### config.mk
export PLATFORM = sky130hd
export DESIGN_NAME = imsic_setipnum_arbiter
export DESIGN_NICKNAME = d
export VERILOG_FILES = /design/src/rtl/imsic_pkg.sv /design/src/rtl/imsic_setipnum_fifo.sv /design/src/rtl/imsic_setipnum_arbiter.sv
export SDC_FILE = /design/constraint.sdc
export NUM_CORES = 1
export LEC_CHECK = 0
export ABC_AREA = 1
export BUFFER_PORTS_ARGS = -buffer_cell sky130_fd_sc_hd__buf_2
export CAP_MARGIN = 20
export CORE_UTILIZATION = 51
export DETAILED_ROUTE_END_ITERATION = 6
export PLACE_DENSITY = 0.77
export SLEW_MARGIN = 20
export SYNTH_ARGS = -nofsm -noshare
export SYNTH_HDL_FRONTEND = slang
export SYNTH_SLANG_ARGS = --single-unit
### constraint.sdc
create_clock -name i_clk -period 6.11 [get_ports i_clk]
set_input_delay 0.611 -clock i_clk [delete_from_list [all_inputs] [get_ports i_clk]]
set_output_delay 0.611 -clock i_clk [all_outputs]
set_load 0.1 [all_outputs]
### src/rtl/imsic_pkg.sv
// Shared types and constants for the IMSIC setipnum write path.
// A request names one interrupt file (IMSIC index, file index) and the identity to set pending.
package imsic_pkg;

    localparam int unsigned MAX_IMSICS = 4;
    localparam int unsigned MAX_FILES  = 8;
    localparam int unsigned FILE_M     = 0;
    localparam int unsigned FILE_S     = 1;
    localparam int unsigned EIID_W     = 32;

    typedef struct packed {
        logic [1:0]        imsic;
        logic [2:0]        file;
        logic [EIID_W-1:0] eiid;
    } setipnum_req_t;

    localparam int unsigned REQ_W = $bits(setipnum_req_t);

    function automatic logic [15:0] sat_inc16(input logic [15:0] v);
        return (v == 16'hFFFF) ? v : v + 16'd1;
    endfunction

endpackage

### src/rtl/imsic_setipnum_fifo.sv
// Synchronous FIFO of setipnum requests with wrap-bit pointers.
// Push while full and pop while empty are ignored.
module imsic_setipnum_fifo
    import imsic_pkg::*;
#(
    parameter int DEPTH = 4
) (
    input  logic                     i_clk,
    input  logic                     i_rst,
    input  logic                     i_push,
    input  logic [REQ_W-1:0]         i_data,
    input  logic                     i_pop,
    output logic [REQ_W-1:0]         o_data,
    output logic                     o_full,
    output logic                     o_empty,
    output logic [$clog2(DEPTH):0]   o_count
);

    localparam int AW = $clog2(DEPTH);
    localparam int CW = AW + 1;

    setipnum_req_t mem_q [DEPTH];
    logic [CW-1:0] wr_ptr_q, wr_ptr_d;
    logic [CW-1:0] rd_ptr_q, rd_ptr_d;
    logic          do_push;
    logic          do_pop;

    assign o_count = wr_ptr_q - rd_ptr_q;
    assign o_full  = (o_count == CW'(DEPTH));
    assign o_empty = (wr_ptr_q == rd_ptr_q);
    assign do_push = i_push && !o_full;
    assign do_pop  = i_pop && !o_empty;
    assign o_data  = mem_q[rd_ptr_q[AW-1:0]];

    always_comb begin
        wr_ptr_d = wr_ptr_q + {{AW{1'b0}}, do_push};
        rd_ptr_d = rd_ptr_q + {{AW{1'b0}}, do_pop};
    end

    always_ff @(posedge i_clk) begin
        if (i_rst) begin
            wr_ptr_q <= '0;
            rd_ptr_q <= '0;
        end else begin
            wr_ptr_q <= wr_ptr_d;
            rd_ptr_q <= rd_ptr_d;
        end
    end

    // Storage is never reset; the pointers alone define which entries are live.
    always_ff @(posedge i_clk) begin
        if (do_push) begin
            mem_q[wr_ptr_q[AW-1:0]] <= i_data;
        end
    end

endmodule

### src/rtl/imsic_setipnum_arbiter.sv
// Round-robin arbiter that funnels MSI requesters into the IMSIC setipnum write ports.
// One request admitted per cycle into a FIFO; one registered write strobe emitted per cycle.
module imsic_setipnum_arbiter
    import imsic_pkg::*;
#(
    parameter int NR_REQ                = 3,
    parameter int NR_SRC_LEN            = 32,
    parameter int NR_SRC                = 64,
    parameter int NR_IMSICS             = 1,
    parameter int NR_VS_FILES_PER_IMSIC = 0,
    parameter int FIFO_DEPTH            = 4,
    localparam int NR_INTP_FILES        = 2 + NR_VS_FILES_PER_IMSIC
) (
    input  logic                                                    i_clk,
    input  logic                                                    i_rst,
    input  logic                                                    i_enable,
    input  logic [NR_REQ-1:0]                                       i_req_valid,
    output logic [NR_REQ-1:0]                                       o_req_ready,
    input  logic [NR_REQ-1:0][1:0]                                  i_req_imsic,
    input  logic [NR_REQ-1:0][2:0]                                  i_req_file,
    input  logic [NR_REQ-1:0][NR_SRC_LEN-1:0]                       i_req_eiid,
    output logic [NR_IMSICS-1:0][NR_INTP_FILES-1:0][NR_SRC_LEN-1:0] o_setipnum,
    output logic [NR_IMSICS-1:0][NR_INTP_FILES-1:0]                 o_setipnum_we,
    output logic                                                    o_busy,
    output logic [15:0]                                             o_drop_cnt
);

    localparam int PW = (NR_REQ > 1) ? $clog2(NR_REQ) : 1;
    localparam int CW = $clog2(FIFO_DEPTH) + 1;

    logic [PW-1:0]       rr_q, rr_d;
    logic [15:0]         drop_q, drop_d;
    logic                can_accept;
    logic                gnt_vld;
    logic [NR_REQ-1:0]   gnt_oh;
    logic [1:0]          sel_imsic;
    logic [2:0]          sel_file;
    logic [NR_SRC_LEN-1:0] sel_eiid;
    logic                sel_ok;
    logic                push;
    logic                pop;
    setipnum_req_t       push_req;
    setipnum_req_t       head_req;
    logic [REQ_W-1:0]    head_raw;
    logic                fifo_full;
    logic                fifo_empty;
    logic [CW-1:0]       fifo_count;

    logic [NR_IMSICS-1:0][NR_INTP_FILES-1:0][NR_SRC_LEN-1:0] data_q, data_d;
    logic [NR_IMSICS-1:0][NR_INTP_FILES-1:0]                 we_q, we_d;

    // Arbitration: registered count only, so a full FIFO refuses even while it drains.
    assign can_accept = !i_rst && (fifo_count < CW'(FIFO_DEPTH));

    always_comb begin
        gnt_vld   = 1'b0;
        gnt_oh    = '0;
        rr_d      = rr_q;
        sel_imsic = '0;
        sel_file  = '0;
        sel_eiid  = '0;
        for (int k = 0; k < NR_REQ; k++) begin
            for (int r = 0; r < NR_REQ; r++) begin
                if (can_accept && !gnt_vld && i_req_valid[r] &&
                    (((int'(rr_q) + k) % NR_REQ) == r)) begin
                    gnt_vld   = 1'b1;
                    gnt_oh[r] = 1'b1;
                    rr_d      = PW'((r + 1) % NR_REQ);
                    sel_imsic = i_req_imsic[r];
                    sel_file  = i_req_file[r];
                    sel_eiid  = i_req_eiid[r];
                end
            end
        end
    end

    assign o_req_ready = gnt_oh;

    // Out-of-range targets are acknowledged so the requester is never stuck, but only counted.
    assign sel_ok = (sel_eiid != '0) &&
                    (sel_eiid < NR_SRC_LEN'(NR_SRC)) &&
                    (32'(sel_imsic) < 32'(NR_IMSICS)) &&
                    (32'(sel_file) < 32'(NR_INTP_FILES));

    assign push = gnt_vld && sel_ok && !fifo_full;
    assign pop  = i_enable && !fifo_empty;

    always_comb begin
        push_req.imsic = sel_imsic;
        push_req.file  = sel_file;
        push_req.eiid  = EIID_W'(sel_eiid);
        drop_d         = (gnt_vld && !sel_ok) ? sat_inc16(drop_q) : drop_q;
    end

    imsic_setipnum_fifo #(
        .DEPTH (FIFO_DEPTH)
    ) u_fifo (
        .i_clk   (i_clk),
        .i_rst   (i_rst),
        .i_push  (push),
        .i_data  (push_req),
        .i_pop   (pop),
        .o_data  (head_raw),
        .o_full  (fifo_full),
        .o_empty (fifo_empty),
        .o_count (fifo_count)
    );

    assign head_req = head_raw;

    // Drain stage: decode the popped head into a one-hot strobe plus data for that file only.
    always_comb begin
        we_d   = '0;
        data_d = '0;
        for (int i = 0; i < NR_IMSICS; i++) begin
            for (int f = 0; f < NR_INTP_FILES; f++) begin
                if (pop && (head_req.imsic == 2'(i)) && (head_req.file == 3'(f))) begin
                    we_d[i][f]   = 1'b1;
                    data_d[i][f] = NR_SRC_LEN'(head_req.eiid);
                end
            end
        end
    end

    always_ff @(posedge i_clk) begin
        if (i_rst) begin
            rr_q   <= '0;
            drop_q <= '0;
            we_q   <= '0;
            data_q <= '0;
        end else begin
            rr_q   <= rr_d;
            drop_q <= drop_d;
            we_q   <= we_d;
            data_q <= data_d;
        end
    end

    assign o_setipnum    = data_q;
    assign o_setipnum_we = we_q;
    assign o_busy        = (fifo_count != '0);
    assign o_drop_cnt    = drop_q;

endmodule

Yosys cells after proc, flatten, opt, wreduce, memory -nomap -nowiden
Memory sizes are Yosys's and may differ from the RTL's. A register that Yosys moved wholly into a read port is not among the register bits.
Index checks and enable logic that the tools add are counted.
{"block": "totals", "ff_bits": 90, "ramBits": 148, "in_bits": 117, "out_inout_bits": 86, "word_cells": 157, "n_memories": 1}
{"memory": "u_fifo.mem_q", "depth": 4, "width": 37, "read_ports": 1, "rd_ports_with_merged_regs": 1, "write_ports": 1, "line": "imsic_setipnum_fifo.sv:22", "source": "setipnum_req_t mem_q [DEPTH];"}
{"block": "classes", "addsub": 6, "n_div": 3, "n_lt_le_gt_ge": 4, "eq_ne": 10, "n_mux": 57, "bitwise": 3, "n_reduce_logical": 65}
{"cell": "$mux 32", "count": 9}
{"cell": "$eq 32x2->1 const B", "count": 3}
{"cell": "$eq 32x3->1 const B", "count": 3}
{"cell": "$logic_not 32->1", "count": 3}
{"cell": "$mod 32x3->32 const B", "count": 2}
{"cell": "$logic_and 1x1->1", "count": 39}
{"cell": "$mux 2", "count": 18}
{"cell": "$lt 32x7->1 const B", "count": 1}
{"cell": "$mod 3x3->32 const B", "count": 1}
{"cell": "$reduce_bool 32->1", "count": 1}
{"cell": "$mux 3", "count": 9}
{"cell": "$mux 1", "count": 21}
{"cell": "$add 16x1->16 const B", "count": 1}
{"cell": "$eq 16x16->1 const B", "count": 1}
{"cell": "$logic_not 1->1", "count": 12}
{"cell": "$reduce_bool 8->1", "count": 1}
{"cell": "$reduce_bool 7->1", "count": 1}
{"cell": "$add 3x1->3", "count": 2}
{"cell": "$reduce_or 2->1", "count": 3}
{"cell": "$add 2x1->3 const B", "count": 1}
{"cell": "$add 2x2->3 const B", "count": 1}
{"cell": "$eq 3x1->1 const B", "count": 1}
{"cell": "$eq 3x3->1", "count": 1}
{"cell": "$eq 3x3->1 const B", "count": 1}
{"cell": "other kinds (10)", "count": 12}

Depth between registers and ports, before layout
{"block": "logic_depth", "ltp_word": 55, "mapped_depth": 29, "depth_no_buf": 28}

By module
Synthesis repeated with hierarchy kept, for this count alone.
{"block": "unflattened", "hier_cells": 1367, "hier_area_um2": 11588.6}
{"module": "imsic_setipnum_fifo", "instances": 1, "cells_each": 416, "area_each_um2": 5893.2, "seq_area_each_um2": 4564.4}
{"module": "imsic_setipnum_arbiter", "instances": 1, "cells_each": 951, "area_each_um2": 5695.5, "seq_area_each_um2": 1681.6}

Worst setup path after synthesis
No wires, ideal clock.
{"block": "synth_timing", "kind": "reg2reg", "from": "register u_fifo.rd_ptr_q[1]", "to": "memory u_fifo.mem_q[0][0] (netlist name), enable pin", "t_arrival_ns": 6.552, "required_time_ns": 5.633, "setup_slack_ns": -0.919, "path_stages_with_launch": 20, "path_buffers": 3, "period_less_slack_ns": 7.029, "cell_sequence": "dfxtp_1 -> inv_1 -> clkbuf_1 -> clkbuf_1 -> ha_1 -> a21oi_1 -> nand2_1 -> nand2_4 -> nand3_4 -> nor2_8 -> inv_2 -> nand4_2 -> buf_4 -> nand3_1 -> nand3_1 -> nand3_1 -> nor2_1 -> nand3_1 -> or2_1 -> nor3_1"}
{"block": "synth_between", "elab_chain_cells": 55, "word_cells_on_any_way": 87, "cone_classes": "add/sub (1); order compare (4); eq/ne (1); mux (38); reduce/logical (43)"}
{"item": "start: declaration", "line": "imsic_setipnum_fifo.sv:24", "source": "logic [CW-1:0] rd_ptr_q, rd_ptr_d;"}
{"item": "start signal: assignment", "line": "imsic_setipnum_fifo.sv:46", "source": "rd_ptr_q <= rd_ptr_d;"}
{"item": "$sub 3x3->3 *", "line": "imsic_setipnum_fifo.sv:28", "source": "assign o_count = wr_ptr_q - rd_ptr_q;"}
{"item": "$lt 3x3->1 *", "line": "imsic_setipnum_arbiter.sv:53", "source": "assign can_accept = !i_rst && (fifo_count < CW'(FIFO_DEPTH));"}
{"item": "$logic_and 1x1->1 *", "line": "imsic_setipnum_arbiter.sv:53"}
{"item": "$logic_and 1x1->1 (2 in series)", "line": "imsic_setipnum_arbiter.sv:64", "source": "if (can_accept && !gnt_vld && i_req_valid[r] &&"}
{"item": "$mux 1", "line": "imsic_setipnum_arbiter.sv:64"}
{"item": "$logic_not 1->1", "line": "imsic_setipnum_arbiter.sv:64"}
{"item": "$logic_and 1x1->1 (3 in series)", "line": "imsic_setipnum_arbiter.sv:64"}
{"item": "$mux 1", "line": "imsic_setipnum_arbiter.sv:64"}
{"item": "(+35 left out)"}
{"item": "via sel_eiid[26]", "line": "imsic_setipnum_arbiter.sv:38", "source": "logic [NR_SRC_LEN-1:0] sel_eiid;"}
{"item": "$lt 32x7->1 / $reduce_bool 32->1 (equally long branches)", "line": "imsic_setipnum_arbiter.sv:81, imsic_setipnum_arbiter.sv:80"}
{"item": "$logic_and 1x1->1 *", "line": "imsic_setipnum_arbiter.sv:80", "source": "assign sel_ok = (sel_eiid != '0) &&"}
{"item": "$logic_and 1x1->1 *", "line": "imsic_setipnum_arbiter.sv:81", "source": "(sel_eiid < NR_SRC_LEN'(NR_SRC)) &&"}
{"item": "$logic_and 1x1->1 *", "line": "imsic_setipnum_arbiter.sv:82", "source": "(32'(sel_imsic) < 32'(NR_IMSICS)) &&"}
{"item": "$logic_and 1x1->1 * (2 in series)", "line": "imsic_setipnum_arbiter.sv:85", "source": "assign push = gnt_vld && sel_ok && !fifo_full;"}
{"item": "$logic_and 1x1->1 *", "line": "imsic_setipnum_fifo.sv:31", "source": "assign do_push = i_push && !o_full;"}
{"item": "$mux 1 *", "line": "imsic_setipnum_fifo.sv:52", "source": "if (do_push) begin"}
{"item": "$mux 1 (not written as such) *", "line": "imsic_setipnum_fifo.sv:53", "source": "mem_q[wr_ptr_q[AW-1:0]] <= i_data;"}
{"item": "end: declaration", "line": "imsic_setipnum_fifo.sv:22"}
Mark *: on every way through the listed nets, which the timed path passes. The rest lies on a longest branch.

Worst setup path after layout
{"block": "layout_timing", "from": "register u_fifo.rd_ptr_q[1]", "to": "memory u_fifo.mem_q[1][13] (netlist name), enable pin"}
Same word-level chain as after synthesis.

==> flow_summary.ini <==
[run_status]
outcome = finished with violations
violations = design-rule violations

[placement]
place_hpwl_um = 22600
io_buffers = 202
post-place-ws_ns = 0.722
gp_congestion = 0.926
placedCellCount = 1762

[detailed_routing]
drtIter0Drc = 926
post_drt_via_cell_ratio = 5.57
wire_per_inst_um = 17.9
antenna_left = 0
drc = 19
drt_wl_total_um = 32300
dr.pass1.iters = 7
vias = 10100

[critical_path]
startpoint = u_fifo.rd_ptr_q[1]
cp.required_ns = 6.33
rrSetupSlack_ns = 0.85
cp-endpoint = u_fifo.mem_q[1][13]
reg2regPathDepth = 20
cp_slowest_cell = nand3_2
worstSetupStartpointType = flop
worstPathArrival_ns = 5.49
worstPathMaxFanout = 31
worstPathCellList = inv_2 > ha_1 > a21oi_1 > nand2_1 > nand4_2 > nor2_4 > inv_2 > nand4_2 > nor2_4 > nand3_2 > inv_2 > nand2_1 > nand3_1 > nor2_1 > nand3_1 > nand2_1 > nor2_2 > nand2_1 > nor2_4 > buf_12
cpPeakStageDelay_ns = 0.65
endpoint_kind = flop
r2r-start = u_fifo.rd_ptr_q[1]
timing.rr.end = u_fifo.mem_q[1][13]
path_common_cell = nand2_1
crit_type = flop to flop

[pwr]
power_density_nw_per_um2 = 285
report.power.total_w = 0.00382
power_leakage_nw = 6.09
irDropWorstVdd_mv = 0.239

[clock_tree]
ctsHoldBuffers = 0
path_clk_slew_ns = 0.06
postCtsSetupBuffers = 0
cts_sinks = 238
worstSkewPairLatency_ns = 0.52
post_cts_resize_count = 0
cts_buffers = 24
cts_buffer_depth = 3
cts-root-buf = clkbuf_16
cts_tree = yes
cts.htree.levels = 1

[final_layout]
drive_above_1_share_pct = 19.6
stdcell_count = 1807
antennaDiodeCount = 0
synthToLayoutAreaGrowth_pct = 17.2
fin_nets = 1635

[timing]
fin_skew_ns = 0.00541
setup_tns_ns = 0
slew-limit-headroom_pct = 37.0
finalWorstSetupSlack_ns = 0.845
report.final.slew_viol_count = 0
worstMarginPinSlew_ns = 0.941
rsz0062_at_grt = false
fin_crit_sh_pct = 86.2
max_freq_ghz = 0.190
hold_viol_final = 0
finalSetupViolCount = 0
fin_crit_ns = 5.26

[logic_synthesis]
ys_seq_elements = 238
synth_top_area_cell = edfxtp_1
synth_cell_types = 42
synthTopCellsByArea = edfxtp_1 (39%), dfxtp_1 (16%), nand2_1 (10%)
synth_fp_nets = 1456
synth_area_sq_um = 11500
netlist.area_leader.share_pct = 38.8
synthFlopType = edfxtp_1
synth-edff-count = 148
synthTopCellsByCount = nand2_1 (305), nor2_1 (255), edfxtp_1 (148)
postSynthAreaPerCell_sq_um = 8.61
yosys_warnings = 0
synth_most_common_cell = nand2_1
netlist_instances = 1330
ys_seq_area_share_pct = 54.5
synth_async_sr_flop_share_pct = 0

[global_route]
grt_use_met2_pct = 46.5
grt_max_degree = 70
grtUsageMet1_pct = 36.9
grt_antenna_before_repair = 0
use_met3_pct = 3.76
track_usage_pct = 27.8
top_usage_layer = met2
grt_pass1_wl_um = 50600
grt.overflow.total = 0
grt_pass1_vias = 9540

[hold_path]
hp-class = primary input to flop

[floorplan]
coreArea_sq_um = 22000
die_w_um = 152
rows = 54
initial_core_util_pct = 52.2
chipHeight_um = 152
ioPinCount = 203
die-area_sq_um = 23100

[job]
cap_viol_max_count = 0
-- layout make-up --
| type | count | area, sq um |
|---|---|---|
| repair buffers | 215 | 1140 |
| well taps | 280 | 350 |
| clock buffers | 32 | 652 |
| flip-flops and latches | 238 | 6250 |
| inverters | 114 | 428 |
| fillers | 1891 | 8530 |
| clock inverters | 12 | 120 |
| multi-input cells | 916 | 4490 |
-- layout by cell type, fill, tap and decap left out, types with 2 or more instances in the layout --
| master | n |
|---|---|
| nand2_1 | 305 |
| nor2_1 | 253 |
| buf_2 | 202 |
| edfxtp_1 | 148 |
| nand3_1 | 115 |
| inv_1 | 101 |
| dfxtp_1 | 89 |
| a21oi_1 | 70 |
| nand4_1 | 40 |
| a32o_1 | 32 |
| clkbuf_16 | 26 |
| nor3_1 | 15 |
| inv_2 | 11 |
| buf_4 | 11 |
| ha_1 | 9 |
| nor2_4 | 8 |
| xor2_1 | 8 |
| nand3_2 | 7 |
| clkinv_1 | 7 |
| o21ai_0 | 7 |
| xnor2_1 | 7 |
| clkbuf_1 | 7 |
| nand2_2 | 5 |
| nand4_2 | 5 |
| nor2_2 | 4 |
| nand2_4 | 3 |
| nand3_4 | 2 |
| nor2_8 | 2 |
| a21boi_0 | 2 |
| o211ai_1 | 2 |
| nor3_2 | 2 |
| nor4_1 | 2 |
| clkinv_2 | 2 |
| clkinvlp_4 | 2 |
| bufinv_16 | 2 |
-- through the flow --
step / hold WS [ns] / util, % / instance area (sq um)
after floorplan: 0.486 / - / 11500
after global placement: 0.470 / 57.5 / 12600
after detailed placement: 0.488 / 57.5 / 12600
after CTS: 0.472 / 61.0 / 13400
after global routing: 0.503 / 61.1 / 13400
final: 0.493 / 61.1 / 13400
-- sequential cells by signal (all words and copies together), names as in the netlist --
register and cells:
o_drop_cnt 16, o_setipnum 64, o_setipnum_we 2, rr_q 2
u_fifo.mem_q 148, u_fifo.rd_ptr_q 3, u_fifo.wr_ptr_q 3
-- worst min path at each step --
stage,startpoint,endpoint,cells after the start
floorplan,rr_q[1],rr_q[1],2
global placement,o_drop_cnt[15],o_drop_cnt[15],2
detailed placement,o_drop_cnt[14],o_drop_cnt[14],2
CTS,i_rst,u_fifo.rd_ptr_q[0],2
global route,i_rst,u_fifo.rd_ptr_q[0],2
finish,i_rst,u_fifo.wr_ptr_q[2],2
-- report_power, final --
group          total (W)  switching (W)  internal (W)
Combinational   0.000610       0.000461      0.000149
Sequential       0.00177     0.00000640       0.00177
Clock            0.00144       0.000603      0.000836
-- metal layers --
layer / vias to the layer above / routed length, um
li1: 4801 / -
met1: 4681 / 13300
met2: 506 / 15100
met3: 68 / 2780
met4: 0 / 1020
met5: - / 0
-- cell families after synthesis --
kind of cell               synth area share, %
and+or+nand+nor                           29.9
AOI/OAI and AO/OA                         6.89
xor gates and xnor gates                  1.15
adders and majority gates                0.983
DFF                                       54.5
buffers and inverters                     6.52
-- critical path: cells and delay by family (launching register included) --
family	cells	cell delay (ns)
buffers and inverters	4	0.81
AOI/OAI and AO/OA	1	0.22
DFF	1	0.43
and+or+nand+nor	14	3.14
adders and majority gates	1	0.34
(Power assumes the default switching activity.)
